File: src/rtl/alu_seq_pkg.sv
// +----------------------------------------------------------------------------+
// | alu_seq_pkg: ALU select codes, sequencer states and NZCV bit positions.   |
// | Rev 1.0                                                                    |
// +----------------------------------------------------------------------------+
`default_nettype none

package alu_seq_pkg;

   localparam logic [4:0] SEL_AND   = 5'b00000;
   localparam logic [4:0] SEL_EOR   = 5'b00001;
   localparam logic [4:0] SEL_SUB   = 5'b00010;
   localparam logic [4:0] SEL_RSB   = 5'b00011;
   localparam logic [4:0] SEL_ADD   = 5'b00100;
   localparam logic [4:0] SEL_ADC   = 5'b00101;
   localparam logic [4:0] SEL_SBC   = 5'b00110;
   localparam logic [4:0] SEL_RSC   = 5'b00111;
   localparam logic [4:0] SEL_TST   = 5'b01000;
   localparam logic [4:0] SEL_TEQ   = 5'b01001;
   localparam logic [4:0] SEL_CMP   = 5'b01010;
   localparam logic [4:0] SEL_CMN   = 5'b01011;
   localparam logic [4:0] SEL_ORR   = 5'b01100;
   localparam logic [4:0] SEL_MOV   = 5'b01101;
   localparam logic [4:0] SEL_BIC   = 5'b01110;
   localparam logic [4:0] SEL_MVN   = 5'b01111;
   localparam logic [4:0] SEL_PASSA = 5'b10000;
   localparam logic [4:0] SEL_PASSB = 5'b10001;
   localparam logic [4:0] SEL_INC   = 5'b10010;
   localparam logic [4:0] SEL_LSR1  = 5'b10011;
   localparam logic [4:0] SEL_LSL1  = 5'b10100;
   localparam logic [4:0] SEL_MAX   = SEL_LSL1;

   localparam int FLAG_N = 3;
   localparam int FLAG_Z = 2;
   localparam int FLAG_C = 1;
   localparam int FLAG_V = 0;

   typedef enum logic [1:0] {
      ST_IDLE  = 2'd0,
      ST_EXEC  = 2'd1,
      ST_SHIFT = 2'd2,
      ST_DONE  = 2'd3
   } seq_state_t;

   function automatic logic is_shift(input logic [4:0] sel);
      return (sel == SEL_LSR1) || (sel == SEL_LSL1);
   endfunction

endpackage

`default_nettype wire

File: src/rtl/alu_32.sv
// +----------------------------------------------------------------------------+
// | alu_32: combinational ARM-style ALU with NZCV outputs and 1-bit shifts.    |
// | Rev 1.0                                                                    |
// +----------------------------------------------------------------------------+
`default_nettype none

module alu_32
   import alu_seq_pkg::*;
#(
   parameter int WIDTH = 32
) (
   input  logic [WIDTH-1:0] a,
   input  logic [WIDTH-1:0] b,
   input  logic [4:0]       sel,
   input  logic             cin,
   output logic [WIDTH-1:0] out,
   output logic             neg,
   output logic             zero,
   output logic             carry,
   output logic             vflow
);

   logic [WIDTH-1:0] x;
   logic [WIDTH-1:0] y;
   logic             add_cin;
   logic             use_adder;
   logic [WIDTH:0]   sum;

   always_comb begin
      x         = a;
      y         = b;
      add_cin   = 1'b0;
      use_adder = 1'b0;
      sum       = '0;
      out       = '0;
      carry     = cin;
      vflow     = 1'b0;
      case (sel)
         SEL_AND, SEL_TST:  out = a & b;
         SEL_EOR, SEL_TEQ:  out = a ^ b;
         SEL_ORR:           out = a | b;
         SEL_MOV, SEL_PASSB: out = b;
         SEL_BIC:           out = a & ~b;
         SEL_MVN:           out = ~b;
         SEL_PASSA:         out = a;
         SEL_SUB, SEL_CMP: begin
            y = ~b; add_cin = 1'b1; use_adder = 1'b1;
         end
         SEL_RSB: begin
            x = b; y = ~a; add_cin = 1'b1; use_adder = 1'b1;
         end
         SEL_ADD, SEL_CMN: use_adder = 1'b1;
         SEL_ADC: begin
            add_cin = cin; use_adder = 1'b1;
         end
         SEL_SBC: begin
            y = ~b; add_cin = cin; use_adder = 1'b1;
         end
         SEL_RSC: begin
            x = b; y = ~a; add_cin = cin; use_adder = 1'b1;
         end
         SEL_INC: begin
            y = '0; add_cin = 1'b1; use_adder = 1'b1;
         end
         SEL_LSR1: begin
            out = a >> 1; carry = a[0];
         end
         SEL_LSL1: begin
            out = a << 1; carry = a[WIDTH-1];
         end
         default: out = '0;
      endcase
      // Subtraction is A + ~B + carry, so C means "no borrow" as on ARM.
      if (use_adder) begin
         sum   = {1'b0, x} + {1'b0, y} + {{WIDTH{1'b0}}, add_cin};
         out   = sum[WIDTH-1:0];
         carry = sum[WIDTH];
         vflow = (x[WIDTH-1] == y[WIDTH-1]) && (out[WIDTH-1] != x[WIDTH-1]);
      end
   end

   assign neg  = out[WIDTH-1];
   assign zero = (out == '0);

endmodule

`default_nettype wire

File: src/rtl/alu_sequencer.sv
// +----------------------------------------------------------------------------+
// | alu_sequencer: multi-cycle ALU controller with N-bit shifts and NZCV reg.  |
// | Rev 1.0                                                                    |
// +----------------------------------------------------------------------------+
`default_nettype none

module alu_sequencer
   import alu_seq_pkg::*;
#(
   parameter int WIDTH = 32
) (
   input  logic             clk,
   input  logic             reset,
   input  logic             req_valid,
   output logic             req_ready,
   input  logic [4:0]       req_sel,
   input  logic [WIDTH-1:0] req_a,
   input  logic [WIDTH-1:0] req_b,
   input  logic             req_s,
   input  logic [4:0]       req_shamt,
   output logic             res_valid,
   input  logic             res_ready,
   output logic [WIDTH-1:0] res_data,
   output logic             res_err,
   output logic [3:0]       flags,
   input  logic             flags_we,
   input  logic [3:0]       flags_in
);

   seq_state_t       state;
   logic [4:0]       sel_q;
   logic [WIDTH-1:0] acc;
   logic [WIDTH-1:0] b_q;
   logic             s_q;
   logic [4:0]       count;

   logic [WIDTH-1:0] alu_out;
   logic             alu_n;
   logic             alu_z;
   logic             alu_c;
   logic             alu_v;
   logic [3:0]       alu_flags;

   // The accumulator doubles as the latched A operand for non-shift ops.
   alu_32 #(
      .WIDTH (WIDTH)
   ) u_alu (
      .a     (acc),
      .b     (b_q),
      .sel   (sel_q),
      .cin   (flags[FLAG_C]),
      .out   (alu_out),
      .neg   (alu_n),
      .zero  (alu_z),
      .carry (alu_c),
      .vflow (alu_v)
   );

   assign alu_flags = {alu_n, alu_z, alu_c, alu_v};

   always_ff @(posedge clk or posedge reset) begin
      if (reset) begin
         state     <= ST_IDLE;
         req_ready <= 1'b1;
         res_valid <= 1'b0;
         res_data  <= '0;
         res_err   <= 1'b0;
         flags     <= 4'b0000;
         acc       <= '0;
         count     <= '0;
         sel_q     <= '0;
         b_q       <= '0;
         s_q       <= 1'b0;
      end else begin
         // Sequencer flag writes below override this external load.
         if (flags_we) flags <= flags_in;
         case (state)
            ST_IDLE: begin
               if (req_valid) begin
                  acc       <= req_a;
                  b_q       <= req_b;
                  s_q       <= req_s;
                  sel_q     <= req_sel;
                  count     <= req_shamt;
                  req_ready <= 1'b0;
                  if (req_sel > SEL_MAX) begin
                     res_data  <= '0;
                     res_err   <= 1'b1;
                     res_valid <= 1'b1;
                     state     <= ST_DONE;
                  end else begin
                     res_err <= 1'b0;
                     if (is_shift(req_sel) && (req_shamt == 5'd0)) begin
                        sel_q <= SEL_PASSA;
                        state <= ST_EXEC;
                     end else if (is_shift(req_sel)) begin
                        state <= ST_SHIFT;
                     end else begin
                        state <= ST_EXEC;
                     end
                  end
               end
            end
            ST_EXEC: begin
               res_data  <= alu_out;
               if (s_q) flags <= alu_flags;
               res_valid <= 1'b1;
               state     <= ST_DONE;
            end
            ST_SHIFT: begin
               acc   <= alu_out;
               count <= count - 5'd1;
               if (count == 5'd1) begin
                  res_data  <= alu_out;
                  if (s_q) flags <= alu_flags;
                  res_valid <= 1'b1;
                  state     <= ST_DONE;
               end
            end
            ST_DONE: begin
               if (res_ready) begin
                  res_valid <= 1'b0;
                  req_ready <= 1'b1;
                  state     <= ST_IDLE;
               end
            end
            default: begin
               state     <= ST_IDLE;
               req_ready <= 1'b1;
               res_valid <= 1'b0;
            end
         endcase
      end
   end

endmodule

`default_nettype wire

File: config.mk
export PLATFORM = sky130hd
export DESIGN_NAME = alu_sequencer
export DESIGN_NICKNAME = d
export VERILOG_FILES = /design/src/rtl/alu_seq_pkg.sv /design/src/rtl/alu_32.sv /design/src/rtl/alu_sequencer.sv
export SDC_FILE = /design/constraint.sdc
export NUM_CORES = 1
export LEC_CHECK = 0
export CORE_UTILIZATION = 50
export DETAILED_ROUTE_END_ITERATION = 10
export DONT_BUFFER_PORTS = 1
export GPL_ROUTABILITY_DRIVEN = 1
export PLACE_DENSITY_LB_ADDON = 0.12
export SYNTH_ARGS = -nofsm -noshare
export SYNTH_HDL_FRONTEND = slang
export SYNTH_SLANG_ARGS = --single-unit
File: constraint.sdc
create_clock -name clk -period 5.84 [get_ports clk]
set_clock_uncertainty 0.2 [all_clocks]
set_input_delay 1.46 -clock clk [delete_from_list [all_inputs] [get_ports clk]]
set_output_delay 1.46 -clock clk [all_outputs]
set_load 0.01 [all_outputs]
# ---- After elaboration in Yosys (flattened, before gate mapping)
# Cells that the tools add are included.
dict set report totals {
  regBits 116
  out_inout_bits 39
}
dict set report op_classes {
  addsub 3
  magnitude_cmp 1
  n_eq_ne 32
  n_mux 39
  bitwise_logic 6
  n_reduce_logical 24
}
# cell n
set ops {}
lappend ops {{32-bit case mux with 9 select lines} 1}
lappend ops {{32-bit two-way mux} 6}
lappend ops {{32-bit case mux with 3 select lines} 2}
lappend ops {{32-bit bitwise AND} 2}
lappend ops {{32-bit inverter} 2}
lappend ops {{32-bit case mux with 2 select lines} 1}
lappend ops {{5-bit by 4-bit equality test with 1-bit output (second input constant)} 8}
lappend ops {{5-bit equality test (second input constant)} 7}
lappend ops {{32-bit by 32-bit adder with 33-bit output} 1}
lappend ops {{33-bit by 1-bit adder with 33-bit output} 1}
lappend ops {{32-bit zero test} 1}
lappend ops {{32-bit bitwise OR} 1}
lappend ops {{32-bit bitwise XOR} 1}
lappend ops {{5-bit by 3-bit equality test with 1-bit output (second input constant)} 4}
lappend ops {{5-bit two-way mux} 3}
lappend ops {{2-bit two-way mux} 6}
lappend ops {{4-bit two-way mux} 3}
lappend ops {{5-bit by 1-bit equality test with 1-bit output (second input constant)} 2}
lappend ops {{5-bit by 2-bit equality test with 1-bit output (second input constant)} 2}
lappend ops {{5-bit zero test} 2}
lappend ops {{1-bit two-way mux} 10}
lappend ops {{5-bit case mux with 2 select lines} 1}
lappend ops {{9-bit OR reduction} 1}
lappend ops {{2-bit inequality test (second input constant)} 4}
lappend ops {{21 further kinds} 33}

# ---- Logic depth before layout (Yosys ltp)
dict set report depth {
  ltp_word 11
  depth_mapped 21
  mapped_depth_nobuf 17
}

# ---- Hierarchy
# A second synthesis with hierarchy kept.
dict set report hier_totals {
  cells_unflattened 1378
  area_unflattened_um2 10945.5
}
# mod instances cells_per_inst area_each_um2 seq_area_each_um2
set by_module_without_submodules {}
lappend by_module_without_submodules {alu_32 1 910 5696.7 0.0}
lappend by_module_without_submodules {alu_sequencer 1 468 5248.8 2904.0}

# ---- Worst setup path after synthesis
# Ideal clock, no wire load.
dict set report synth_path {
  path_type {flip-flop to flip-flop}
  from {reg sel_q[0]}
  to {reg flags[2]}
  arrival_time_ns 4.958
  required_ns 5.537
  path_slack_ns 0.579
  path_stages_with_launch 21
  synth_period_minus_slack_ns 5.261
  cell_sequence {dfrtp_1 > buf_2 > inv_1 > buf_2 > or3_1 > clkbuf_1 > clkbuf_1 > buf_1 > nand2_1 > o21ai_0 > fa_1 > fa_1 > a21o_1 > a221oi_2 > o21ai_1 > xor2_1 > a211o_1 > or4_4 > nor4_2 > nand4b_1 > o41ai_2}
}
dict set report synth_between {
  elab_chain_len 10
  elab_cells_between_ends 41
}
# element line_no
set synth_lines {}
lappend synth_lines {{start: declaration} alu_sequencer.sv:31} ;# logic [4:0] sel_q;
lappend synth_lines {{start signal: assignment} alu_sequencer.sv:83} ;# sel_q <= req_sel;
lappend synth_lines {{5-bit by 2-bit equality test with 1-bit output (tied with other cells)} alu_32.sv:38} ;# case (sel)
lappend synth_lines {{3-bit OR reduction (no source line) / 2-bit OR reduction (equally long branches)} n/a}
lappend synth_lines {{32-bit case mux with 3 select lines / 32-bit two-way mux (equally long branches)} alu_32.sv:38}
lappend synth_lines {{32-bit by 32-bit adder with 33-bit output} alu_32.sv:75} ;# sum = {1'b0, x} + {1'b0, y} + {{WIDTH{1'b0}}, add_cin};
lappend synth_lines {{33-bit by 1-bit adder with 33-bit output} alu_32.sv:75}
lappend synth_lines {{32-bit two-way mux *} alu_32.sv:74} ;# if (use_adder) begin
lappend synth_lines {{32-bit zero test *} alu_32.sv:83} ;# assign zero = (out == '0);
lappend synth_lines {{4-bit two-way mux *} {alu_sequencer.sv:106, alu_sequencer.sv:115}}
lappend synth_lines {{4-bit two-way mux} alu_sequencer.sv:113} ;# if (count == 5'd1) begin
lappend synth_lines {{4-bit case mux with 2 select lines *} alu_sequencer.sv:77} ;# case (state)
lappend synth_lines {{end signal: assignment} alu_sequencer.sv:76} ;# if (flags_we) flags <= flags_in;
lappend synth_lines {{end signal: assignment} alu_sequencer.sv:106} ;# if (s_q) flags <= alu_flags;
lappend synth_lines {{end signal: assignment} alu_sequencer.sv:115} ;# if (s_q) flags <= alu_flags;
lappend synth_lines {{end: declaration} alu_sequencer.sv:25} ;# output logic [3:0] flags,
# Every way passes the cells marked *; elsewhere a longest branch is shown, timed or not.
# A chain may end at the register's enable or synchronous reset.

# ---- Final worst setup path
dict set report layout_path {
  from {reg sel_q[3]}
  to {reg flags[2]}
}
# The elaborated chain is that of the path after synthesis.

==> key figures <==
Status
  – Status: completed

Detailed routing
  – Initial DRT Pass Iterations: 6
  – DRC Markers: 0
  – Avg WL per Cell: 23.8 um
  – Via-to-Cell Ratio: 6.64
  – Final WL: 38200 um
  – Routed via count: 10646
  – Post-route ant nets: 0
  – Iteration-0 DRC Markers: 1135

Global route
  – GR Util met2: 0.529
  – Antenna violations before repair: 1
  – Grt met3 use: 0.0935
  – Gr usage total: 0.355
  – Grt total ovfl: 0
  – Largest net degree at the start of global routing: 58
  – Global-route met1 utilization: 0.498
  – Vias in the first global route: 9799
  – Busiest layer in global routing: met2
  – First-pass GRT wire length: 58800 um

Finish
  – Area Growth Syn to Fin: 7.87%
  – Final #Nets: 1477
  – Antenna diodes: 0
  – Fin cells: 1603
  – Ratio of cells with drive above 1 in the final layout: 0.113

STA
  – Fin crit share: 0.928
  – Maximum clock frequency: 185 MHz
  – Slew headroom: 0.143
  – Minimum clock period: 5.42 ns
  – Setup violations, final: 0
  – Tightest Pin Transition: 1.29 ns
  – Fin. Hold Viols: 0
  – Fin. max-slew vios: 0
  – Setup repair after global routing missed its margin: false
  – TNS Setup: 0 ns

Yosys
  – Mapped Area: 0.0106 mm2
  – Synth top area cells: dfrtp_1 (27%), ha_1 (8.4%), nand2_1 (7.5%)
  – Syn nets: 1524
  – Mean Syn Cell Area: 7.74 um2
  – Post-synth cell types: 87
  – Most used DFF post-synth: dfrtp_1
  – Fraction of registers with async set/reset: 1.00
  – Most numerous cell in the Yosys netlist: nand2_1
  – Top-area cell type share of the netlist area: 0.272
  – Yosys reg bits: 116
  – Post-synth EDFFs: 0
  – Cell taking the most area after synthesis: dfrtp_1
  – Mapped Cells: 1367
  – Post-synth top cells: nand2_1 (212), o21ai_0 (148), dfrtp_1 (115)
  – Seq/Total Area, Yosys: 0.275
  – YS warnings: 0

CTS
  – Max Root-Sink Buffers: 2
  – PostCTS Resize Cnt: 0
  – Worst-Skew Late Latency: 0.42 ns
  – Clock root buffer: clkbuf_16
  – # hold bufs at CTS: 0
  – CTS tree: yes
  – CTS Buf Count: 17
  – Postcts setup bufs: 0
  – Clk slew on worst S/H paths: 0.07 ns
  – Clk sinks: 116
  – H-Tree Level Count: 4

Place
  – Placed Cells: 1571
  – Port buffer count: 0
  – Routability-driven placement congestion ratio: 0.957
  – DP HPWL: 27200 um

Floorplan
  – Die Height: 147 um
  – Initial Util: 0.516
  – Die W: 147 um
  – Core area: 0.0205 mm2
  – Area of the die: 0.0217 mm2
  – Num rows: 52
  – I/O Pins: 123

Critical path
  – Setup Crit Path Kind: reg -> reg
  – Worst endpoint data arrival time: 5.54 ns
  – Crit path max fanout: 57
  – CP Data Required Time: 5.96 ns
  – Setup crit end kind: flop
  – Startpoint types: flop

Worst hold path
  – HP Class: reg -> reg

Run
  – Max-cap violations: 0
worst max-delay path, stage by stage (launching register included):
cell	delay, ns
dfrtp_1	0.55
or3_2	0.57
buf_4	0.32
nand2_1	0.13
o21ai_0	0.10
ha_1	0.54
nand2_1	0.18
o21ai_0	0.52
mux2i_1	0.16
a2111oi_0	0.58
o211ai_1	0.35
nor3b_1	0.30
nand3_1	0.12
nor4_2	0.18
nand4b_1	0.21
o41ai_2	0.31
sequential cells by signal (all words and copies together), names as in the netlist:
signal	cells
s_q	1
res_valid	1
sel_q	5
req_ready	1
res_err	1
flags	4
count	5
b_q	32
state	2
acc	32
res_data	32
logic make-up after synthesis:
| family | Yosys count | share of synthesized area |
|---|---|---|
| AOI/OAI and AO/OA | 476 | 0.299 |
| xor gates and xnor gates | 29 | 0.0240 |
| adders and majority gates | 74 | 0.0887 |
| buffers and inverters | 194 | 0.0758 |
| DFF | 116 | 0.275 |
| muxes | 53 | 0.0548 |
| and+or+nand+nor | 425 | 0.184 |
per-stage QoR:
stage                     hold slack (ns)  setup slack, ns  area (um2)  utilization
after floorplan                     0.273            0.579       10600            -
after global placement              0.290            0.565       10800        0.526
after detailed placement            0.301            0.593       10800        0.526
after CTS                           0.312            0.547       11400        0.557
after global routing                0.358            0.118       11400        0.557
final                               0.313            0.422       11400        0.557
layout make-up:
cell class | count | area (um2)
fillers | 1941 | 9090
multi-input cells | 1057 | 6900
flip-flops and latches | 116 | 2900
clock buffers | 18 | 439
well taps | 270 | 338
repair buffers | 43 | 323
inverters | 85 | 322
clock inverters | 14 | 184
path summary, 6_finish.rpt:
| kind | from | end | slack [ns] | depth (start not counted) |
|---|---|---|---|---|
| setup / recovery | sel_q[3] | flags[2] | 0.42 | 15 |
| hold reg to reg | count[1] | count[1] | 0.31 | 2 |
| min in group asynchronous | reset | res_data[2] | 0.82 | 1 |
| max in group asynchronous | reset | acc[25] | 3.64 | 2 |
| hold / removal | count[1] | count[1] | 0.31 | 2 |
| setup reg to reg | sel_q[3] | flags[2] | 0.42 | 15 |
layout by cell type, fill, tap and decap left out, types with 7 or more instances in the layout:
cell	n
a211oi_1	21
a21o_1	14
a21oi_1	88
a221oi_1	12
a22o_1	16
a22oi_1	16
a31oi_1	7
buf_4	43
clkbuf_16	17
dfrtp_1	115
ha_1	70
inv_1	83
mux2_2	39
mux2i_1	14
nand2_1	211
nand3_1	29
nand4_1	16
nor2_1	82
nor2b_1	12
nor3_1	18
o2111ai_1	12
o211ai_1	12
o21a_1	7
o21ai_0	148
o21ai_1	7
o221ai_1	42
o22ai_1	12
o31ai_1	9
xnor2_1	15
xor2_1	14
routing by layer:
layer  share of wire  up-vias
met2            0.42      614
met1            0.44     5020
met3            0.11      103
met4           0.031        2
li1                -     4907
met5         0.00047        -
Power is left out: the tool's default activity adds up to more than one toggle a clock period on the data nets, which glitch-free logic cannot reach.
